## src/rtl/load_store_unit.sv

```systemverilog
// Load/store unit: formats a single aligned byte/half/word access onto a simple
// valid/ready bus and returns aligned, extended load data.
module load_store_unit (
   input  logic        clk,
   input  logic        reset,
   input  logic        start,
   input  logic        is_load,
   input  logic        is_store,
   input  logic [1:0]  size,
   input  logic        load_unsigned,
   input  logic [31:0] address,
   input  logic [31:0] store_data,
   output logic        busy,
   output logic        done,
   output logic        misaligned,
   output logic [31:0] load_result,
   output logic        bus_valid,
   output logic [31:0] bus_address,
   output logic [3:0]  bus_wstrobe,
   output logic [31:0] bus_wdata,
   input  logic        bus_ready,
   input  logic [31:0] bus_rdata
);

   localparam logic [1:0] IDLE     = 2'b00;
   localparam logic [1:0] ACCESS   = 2'b01;
   localparam logic [1:0] COMPLETE = 2'b10;

   localparam logic [1:0] SZ_BYTE = 2'b00;
   localparam logic [1:0] SZ_HALF = 2'b01;
   localparam logic [1:0] SZ_WORD = 2'b10;

   logic [1:0]  state_q, state_d;
   logic [31:0] addr_q, addr_d;
   logic [1:0]  size_q, size_d;
   logic        unsigned_q, unsigned_d;
   logic        load_q, load_d;
   logic        misal_q, misal_d;
   logic [3:0]  wstrobe_q, wstrobe_d;
   logic [31:0] wdata_q, wdata_d;
   logic [31:0] result_q, result_d;
   logic [1:0]  req_size_s;
   logic        req_misal_s;

   function automatic logic misaligned_of(input logic [1:0] sz, input logic [1:0] a);
      case (sz)
         SZ_BYTE: misaligned_of = 1'b0;
         SZ_HALF: misaligned_of = a[0];
         default: misaligned_of = (a != 2'b00);
      endcase
   endfunction

   function automatic logic [3:0] wstrobe_of(input logic [1:0] sz, input logic [1:0] a);
      case (sz)
         SZ_BYTE: wstrobe_of = 4'b0001 << a;
         SZ_HALF: wstrobe_of = 4'b0011 << a;
         default: wstrobe_of = 4'b1111;
      endcase
   endfunction

   function automatic logic [31:0] wdata_of(input logic [1:0] sz, input logic [31:0] d);
      case (sz)
         SZ_BYTE: wdata_of = {4{d[7:0]}};
         SZ_HALF: wdata_of = {2{d[15:0]}};
         default: wdata_of = d;
      endcase
   endfunction

   function automatic logic [31:0] extract_of(input logic [1:0] sz, input logic [1:0] a,
                                              input logic uns, input logic [31:0] rd);
      logic [31:0] sh;
      sh = rd >> {a, 3'b000};
      case (sz)
         SZ_BYTE: extract_of = uns ? {24'h000000, sh[7:0]}  : {{24{sh[7]}}, sh[7:0]};
         SZ_HALF: extract_of = uns ? {16'h0000, sh[15:0]}   : {{16{sh[15]}}, sh[15:0]};
         default: extract_of = rd;
      endcase
   endfunction

   // Reserved size 11 behaves exactly like a word access from capture onward.
   assign req_size_s  = (size == 2'b11) ? SZ_WORD : size;
   assign req_misal_s = (is_load | is_store) & misaligned_of(req_size_s, address[1:0]);

   // Next-state and capture logic.
   always_comb begin
      state_d    = state_q;
      addr_d     = addr_q;
      size_d     = size_q;
      unsigned_d = unsigned_q;
      load_d     = load_q;
      misal_d    = misal_q;
      wstrobe_d  = wstrobe_q;
      wdata_d    = wdata_q;
      result_d   = result_q;
      case (state_q)
         IDLE: begin
            if (start) begin
               addr_d     = address;
               size_d     = req_size_s;
               unsigned_d = load_unsigned;
               load_d     = is_load;
               misal_d    = req_misal_s;
               // A load wins when both request bits are set, so it never writes.
               wstrobe_d  = (is_store & ~is_load) ? wstrobe_of(req_size_s, address[1:0]) : 4'b0000;
               wdata_d    = wdata_of(req_size_s, store_data);
               if ((is_load | is_store) && !req_misal_s) begin
                  state_d = ACCESS;
               end else begin
                  state_d = COMPLETE;
               end
            end else begin
               state_d = IDLE;
            end
         end
         ACCESS: begin
            if (bus_ready) begin
               state_d = COMPLETE;
               if (load_q) begin
                  result_d = extract_of(size_q, addr_q[1:0], unsigned_q, bus_rdata);
               end else begin
                  result_d = result_q;
               end
            end else begin
               state_d = ACCESS;
            end
         end
         COMPLETE: state_d = IDLE;
         default:  state_d = IDLE;
      endcase
   end

   // State and captured request registers.
   always_ff @(posedge clk or posedge reset) begin
      if (reset) begin
         state_q    <= IDLE;
         addr_q     <= 32'h0000_0000;
         size_q     <= 2'b00;
         unsigned_q <= 1'b0;
         load_q     <= 1'b0;
         misal_q    <= 1'b0;
         wstrobe_q  <= 4'b0000;
         wdata_q    <= 32'h0000_0000;
         result_q   <= 32'h0000_0000;
      end else begin
         state_q    <= state_d;
         addr_q     <= addr_d;
         size_q     <= size_d;
         unsigned_q <= unsigned_d;
         load_q     <= load_d;
         misal_q    <= misal_d;
         wstrobe_q  <= wstrobe_d;
         wdata_q    <= wdata_d;
         result_q   <= result_d;
      end
   end

   assign busy        = (state_q != IDLE);
   assign done        = (state_q == COMPLETE);
   assign misaligned  = (state_q == COMPLETE) & misal_q;
   assign bus_valid   = (state_q == ACCESS);
   assign bus_address = {addr_q[31:2], 2'b00};
   assign bus_wstrobe = wstrobe_q;
   assign bus_wdata   = wdata_q;
   assign load_result = result_q;

endmodule

```

## config.mk

```make
export PLATFORM = sky130hd
export DESIGN_NAME = load_store_unit
export DESIGN_NICKNAME = d
export VERILOG_FILES = /design/src/rtl/load_store_unit.sv
export SDC_FILE = /design/constraint.sdc
export NUM_CORES = 1
export LEC_CHECK = 0
export ABC_AREA = 1
export CAP_MARGIN = 30
export CORE_ASPECT_RATIO = 1.25
export CORE_MARGIN = 3
export CORE_UTILIZATION = 39
export CTS_CLUSTER_DIAMETER = 80
export DETAILED_ROUTE_END_ITERATION = 8
export PLACE_DENSITY = 0.72
export SKIP_LAST_GASP = 1
export SLEW_MARGIN = 20
export SYNTH_ARGS = -nofsm -noshare
export SYNTH_HDL_FRONTEND = slang
export SYNTH_SLANG_ARGS = --single-unit
```

## constraint.sdc

```tcl
create_clock -name clk -period 4 [get_ports clk]
set_clock_uncertainty 0.1 [all_clocks]
set_input_delay 0.8 -clock clk [delete_from_list [all_inputs] [get_ports clk]]
set_output_delay 0.8 -clock clk [all_outputs]
set_load 0.02 [all_outputs]
```

==> results of run 1 <==
==> metrics by stage <==
step | hold WS [ns] | total power, mW | area (um2) | util (%)
global placement | 0.3614 | 4.036 | 7417 | 55.08
floorplan | 0.3500 | 3.085 | 5478 | -
global route | 0.3990 | 5.229 | 7705 | 57.21
finish | 0.3817 | 4.905 | 7705 | 57.21
CTS | 0.3848 | 4.957 | 7705 | 57.21
detailed placement | 0.3644 | 4.061 | 7417 | 55.08
==> layout by cell type (no fill, tap or decap), types with 2 or more instances in the layout <==
cell type        instances
inv_2                    5
a21oi_1                 57
nand3_2                  6
or2_1                    3
nor2_1                  39
nand2_4                  2
clkdlybuf4s50_1        206
dfrtp_1                107
conb_1                   2
o21ai_1                  3
o21ai_0                 37
nor2_4                   2
inv_1                   65
clkinv_2                 2
inv_6                    2
nand2_1                232
clkbuf_16                9
a31oi_1                 25
nand3_1                 25
buf_4                    6
or2_2                   21
clkbuf_8                 2
==> cells by family (layout without fill, tap and decap cells) <==
group,after synthesis,count (layout),share of synthesized area [%]
flip-flops,107,107,48.91
AO/OA/AOI/OAI,126,126,12.27
other,1,2,0.06851
AND/OR/NAND/NOR,334,334,26.42
buffers and inverters,138,301,12.32
==> metal layers <==
| layer | up-vias | track usage (%) |
|---|---|---|
| met1 | 2292 | 26.04 |
| met2 | 220 | 34.74 |
| li1 | 2500 | - |
| met5 | - | 0 |
| met3 | 20 | 7.605 |
| met4 | 0 | 5.316 |
==> flip-flops by register name, summed over array words and instances, names as in the netlist <==
| register | count |
|---|---|
| unsigned_q | 1 |
| addr_q | 32 |
| load_result | 32 |
| state_q | 2 |
| misal_q | 1 |
| load_q | 1 |
| size_q | 2 |
| bus_wdata | 32 |
| bus_wstrobe | 4 |
==> power breakdown <==
group,internal (mW),switching [mW],total [mW],leakage [nW]
logic,1.06,1.25,2.31,2.24
clock network,0.460,0.420,0.880,0.142
registers,1.47,0.242,1.71,1.28
total,2.99,1.91,4.91,3.66
==> critical path: cells and delay by family <==
family | cells | cell delay, ns
AND/OR/NAND/NOR | 2 | 0.56
buffers and inverters | 3 | 1.24
AO/OA/AOI/OAI | 1 | 0.16
==> layout make-up <==
cell class	instances	area share [%]
well taps	171	2.777
multi-input cells	462	27.59
flip-flops and latches	107	34.75
repair buffers	213	27.61
clock buffers	11	3.280
clock inverters	5	0.4547
inverters	72	3.540
==> worst paths after layout <==
path                            from               to  slack, ns  depth (start not counted)
setup / recovery             size[1]     bus_wdata[8]       1.40                          6
setup reg to reg           size_q[1]  load_result[19]       1.55                          7
max in group asynchronous      reset    bus_wdata[15]       2.22                          3
min in group asynchronous      reset  load_result[16]       0.84                          2
hold reg to reg            addr_q[5]        addr_q[5]       0.38                          2
hold / removal             addr_q[5]        addr_q[5]       0.38                          2
==> out/metrics.yaml, run 1 <==
yosys:
  synthCells: 706
  synth_cell_type_count: 31
  ys_seq_area_share_pct: 48.91
  avgSynthCellArea_um2: 7.754
  netlist_area_um2: 5474
  ys_seq_elements: 107
  synth_ff_type: "dfrtp_1"
  synth_edf_count: 0
  netlist_top_cells_area: "dfrtp_1, nand2_1, a21oi_1"
  yosys.area.top_type: "dfrtp_1"
  synth_common_cells: "nand2_1, dfrtp_1, inv_1, a21oi_1, nor2_1"
  synth_top_area_share_pct: 48.91
  ys_async_sr_fraction_pct: 100.0
  yosysWarnings: 0
  yosysMostFrequentCell: "nand2_1"
placed_design:
  placed_cells: 1025
  place.port_buffers: 206
  place_hpwl_mm: 11.69
  pre_cts_slack_ns: 1.054
  place_congestion: 0.8555
global_route:
  grt_pass1_vias: 5122
  overflow: 0
  groute.usage.overall_pct: 20.94
  antenna_found_initial: 0
  grt_max_degree: 70
  grt_pass1_wl_mm: 26.45
sta:
  min_period_over_period_pct: 65.05
  setup_ws_ns: 1.398
  slew_headroom_pct: 48.53
  setup_violations: 0
  period_minus_slack_ns: 2.602
  max_freq_mhz: 384.3
  finalHoldViolations: 0
  tns_ns: 0
  rsz0062_at_grt: "no"
  maxSlewViolCount: 0
  tightest_slew_ns: 0.7699
routing:
  ant_nets: 0
  wl_met2_mm: 7.669
  wl_met3_mm: 1.681
  topRoutingLayerUsed: "met4"
  wl_met1_mm: 6.581
  wire_per_inst_um: 15.57
  drtIter0Drc: 300
  drt_wl_total_mm: 16.21
  num_vias: 5032
  via_per_inst: 4.834
  drtPass1Iterations: 5
  drc: 0
worst_setup_path:
  crit_slowest_cell: "clkinv_1"
  cp.required_ns: 4.17
  crit_arrival_ns: 2.77
  path_class: "input port to flip-flop"
  path_common_cell: "nand2_1"
  slowest_delay_ns: 0.52
  crit_path_cell_trace: "clkdlybuf4s50_1 > buf_4 > clkinv_1 > nand2_1 > nand2_1 > a21oi_1"
  cp-start-kind: "input port"
  worstSetupEndpointType: "flip-flop"
  path_max_fanout: 22
worst_hold_path:
  min_path_type: "flip-flop to flip-flop"
clocking:
  cts_resized: 0
  cts_setup_buffers: 0
  clock_sinks: 107
  path_clk_slew_ns: 0.08
  cts_buffers: 9
  h-tree-depth: 3
  clk_latency_ns: 0.34
  cts_tree: "done"
  cts_root_buf: "clkbuf_16"
  cts_hold_buffers: 0
  clock_path_buffers: 2
pwr:
  powerDensity_nw_per_um2: 636.6
  vdd_drop_max_mv: 0.2990
  power_leakage_nw: 3.658
die:
  fp.dieArea_um2: 15500
  start_util_pct: 40.65
  die_y_um: 138.5
  io-pin-count: 209
  fp-row-count: 47
  dieWidth_um: 112.0
  core-area_um2: 13470
finish:
  multi_input_comb_area_um2: 2126
  seqCellArea_um2: 2678
  drive_gt1_share_pct: 7.241
  final_cells: 1041
  syn2layout_area_growth_pct: 40.75
  antenna_cells: 0
  final_nets: 970
  fill_cells: 1282
flow_run:
  max_cap_viol_count: 0
status:
  outcome: "finished clean"
(Power assumes the default switching activity.)
==> run 2: changes to the inputs <==
clock period = 2.51 ns   (was 4 ns; I/O delays follow)
==> run 2 against run 1 <==
Net effect: largest power group unchanged; via count up 0.79%; non-clock buffer count rose by 10; power grew 60%; die area unchanged; utilization up 0.64 points; flip-flop and latch count did not move; first-iteration DRC count decreased by 12%; worst setup slack got worse by 1.2 ns.
==> out/metrics.yaml, run 2 (synthesis results as in run 1) <==
clocking:
  cts_setup_buffers: 0  # unchanged
  clk_latency_ns: 0.34  # about the same
  path_clk_slew_ns: 0.08  # about the same
  cts_tree: "done"
  clock_sinks: 107  # unchanged
  cts_buffers: 9  # unchanged
  cts_resized: 0  # unchanged
  h-tree-depth: 3  # unchanged
  cts_hold_buffers: 0  # unchanged
  cts_root_buf: "clkbuf_16"
  clock_path_buffers: 2  # unchanged
status:
  outcome: "finished clean"
die:
  core-area_um2: 13470  # unchanged
  fp-row-count: 47  # unchanged
  dieWidth_um: 112.0  # unchanged
  die_y_um: 138.5  # unchanged
  start_util_pct: 40.65  # unchanged
  fp.dieArea_um2: 15500  # unchanged
  io-pin-count: 209  # unchanged
sta:
  tns_ns: 0  # unchanged
  min_period_over_period_pct: 90.20
  period_minus_slack_ns: 2.264
  tightest_slew_ns: 0.5215  # -0.2484 ns
  slew_headroom_pct: 65.15  # +17 points
  rsz0062_at_grt: "no"
  max_freq_mhz: 441.7
  setup_violations: 0  # unchanged
  maxSlewViolCount: 0  # unchanged
  finalHoldViolations: 0  # unchanged
worst_setup_path:
  worstSetupEndpointType: "primary output"
  crit_path_cell_trace: "inv_1 > nor3_1 > clkdlybuf4s50_1"
  crit_arrival_ns: 1.66  # -1.11 ns
  path_class: "flip-flop to primary output"
  crit_slowest_cell: "clkdlybuf4s50_1"
  worstReg2RegStart: "addr_q[1]"
  cp-start-kind: "flip-flop"
  crit_start: "state_q[1]"
  cp.required_ns: 1.91  # -2.26 ns
  slowest_delay_ns: 0.63  # +0.11 ns
  path_max_fanout: 4  # -82%
placed_design:
  postPlaceCellArea_um2: 7506  # +1.2%
  place.port_buffers: 206  # unchanged
  place_congestion: 0.8549  # about the same
  place_hpwl_mm: 11.77  # +0.71%
routing:
  drtIter0Drc: 264  # -12%
  drtPass1Iterations: 5  # unchanged
  drc: 0  # unchanged
  drt_wl_total_mm: 16.07  # -0.88%
  num_vias: 5072  # +0.79%
  wire_per_inst_um: 15.29  # -1.8%
  ant_nets: 0  # unchanged
  via_per_inst: 4.826  # -0.16%
flow_run:
  max_cap_viol_count: 0  # unchanged
global_route:
  antenna_found_initial: 0  # unchanged
  grt_pass1_vias: 4978  # -2.8%
  overflow: 0  # unchanged
  grt_pass1_wl_mm: 26.01  # -1.7%
  groute.usage.overall_pct: 20.55  # -0.39 points
  grt_max_degree: 59  # -16%
pwr:
  power_mw: 7.851  # +60%
  p_int_mw: 4.764  # +59%
  p_comb_share_pct: 48.0  # +0.9 points
  pwr-share-seq_pct: 34.4  # -0.5 points
  vdd_drop_max_mv: 0.5098  # +71%
  p_switching_mw: 3.087  # +61%
  power_leakage_nw: 3.699  # +1.1%
  clock_power_share_pct: 17.7  # -0.2 points
  swShare_pct: 39.32  # +0.33 points
  powerDensity_nw_per_um2: 1008  # +58%
finish:
  final_nets: 980  # +1.0%
  syn2layout_area_growth_pct: 42.33
  final_area_um2: 7791  # +1.1%
  antenna_cells: 0  # unchanged
  drive_gt1_share_pct: 8.295  # +1.1 points
  layout_common_cells: "nand2_1, clkdlybuf4s50_1, dfrtp_1"
  fill_cells: 1250  # -2.5%
  final_common_cell: "nand2_1"
worst_hold_path:
  min_path_type: "flip-flop to flip-flop"
  hp-start: "addr_q[17]"
==> run 2: cell types whose count changed in the layout (fill, tap and decap cells not counted), moves of 2 or more <==
cell	delta
buf_4	+9
inv_8	+2
clkinvlp_4	+2
clkbuf_8	-2
==> run 2: worst paths after layout <==
path | to | slack [ns] | depth (start not counted)
max | misaligned | 0.25 | 3
min | addr_q[17] | 0.38 | 2
min in group asynchronous | addr_q[8] | 0.50 | 3
max in group asynchronous | load_result[10] | 1.51 | 3
max reg2reg | load_result[6] | 0.77 | 6
min reg2reg | addr_q[17] | 0.38 | 2
==> run 2: power groups by stage <==
stage	logic, mW	clock network, mW	registers, mW
6_report	3.76	1.39	2.70
5_1_grt	4.08	1.50	2.79
4_1_cts	3.81	1.42	2.71
3_5_place_dp	3.79	0	2.73
3_3_place_gp	3.74	0	2.73
2_1_floorplan	1.70	0	3.21
==> run 2: metrics by stage <==
stage / utilization (%) / hold slack (ns) / setup WS (ns) / std cells
2_1_floorplan: - / 0.3500 / 0.6205 / 707
3_3_place_gp: 55.74 / 0.3612 / 0.3599 / 1035
3_5_place_dp: 55.74 / 0.3638 / 0.2971 / 1035
4_1_cts: 57.86 / 0.3852 / 0.2135 / 1051
5_1_grt: 57.86 / 0.4046 / 0.1137 / 1051
6_report: 57.86 / 0.3824 / 0.2460 / 1051
==> run 2: worst max-delay path, delay by kind of cell (launching register included) <==
family / cells / cell delay (ns)
buffers and inverters: 2 / 0.73
and+or+nand+nor: 1 / 0.18
DFF: 1 / 0.41
==> run 2: final cells by class <==
class / count / area (um2) / area share (%)
Timing Repair Buffer: 223 / 2215 / 28.42
Inverter: 72 / 274.0 / 3.517
Clock buffer: 9 / 225.2 / 2.891
Tap cell: 171 / 214.0 / 2.746
Multi-Input combinational cell: 462 / 2126 / 27.28
Sequential cell: 107 / 2678 / 34.37
Clock inverter: 7 / 60.06 / 0.7708
==> run 2: metal layers <==
| metal | up-vias | GRT usage, % | routed length (um) |
|---|---|---|---|
| met5 | - | 0 | 0 |
| met4 | 0 | 5.316 | 233 |
| met3 | 16 | 7.649 | 1592 |
| met2 | 205 | 32.56 | 7659 |
| met1 | 2327 | 26.73 | 6581 |
| li1 | 2524 | - | - |
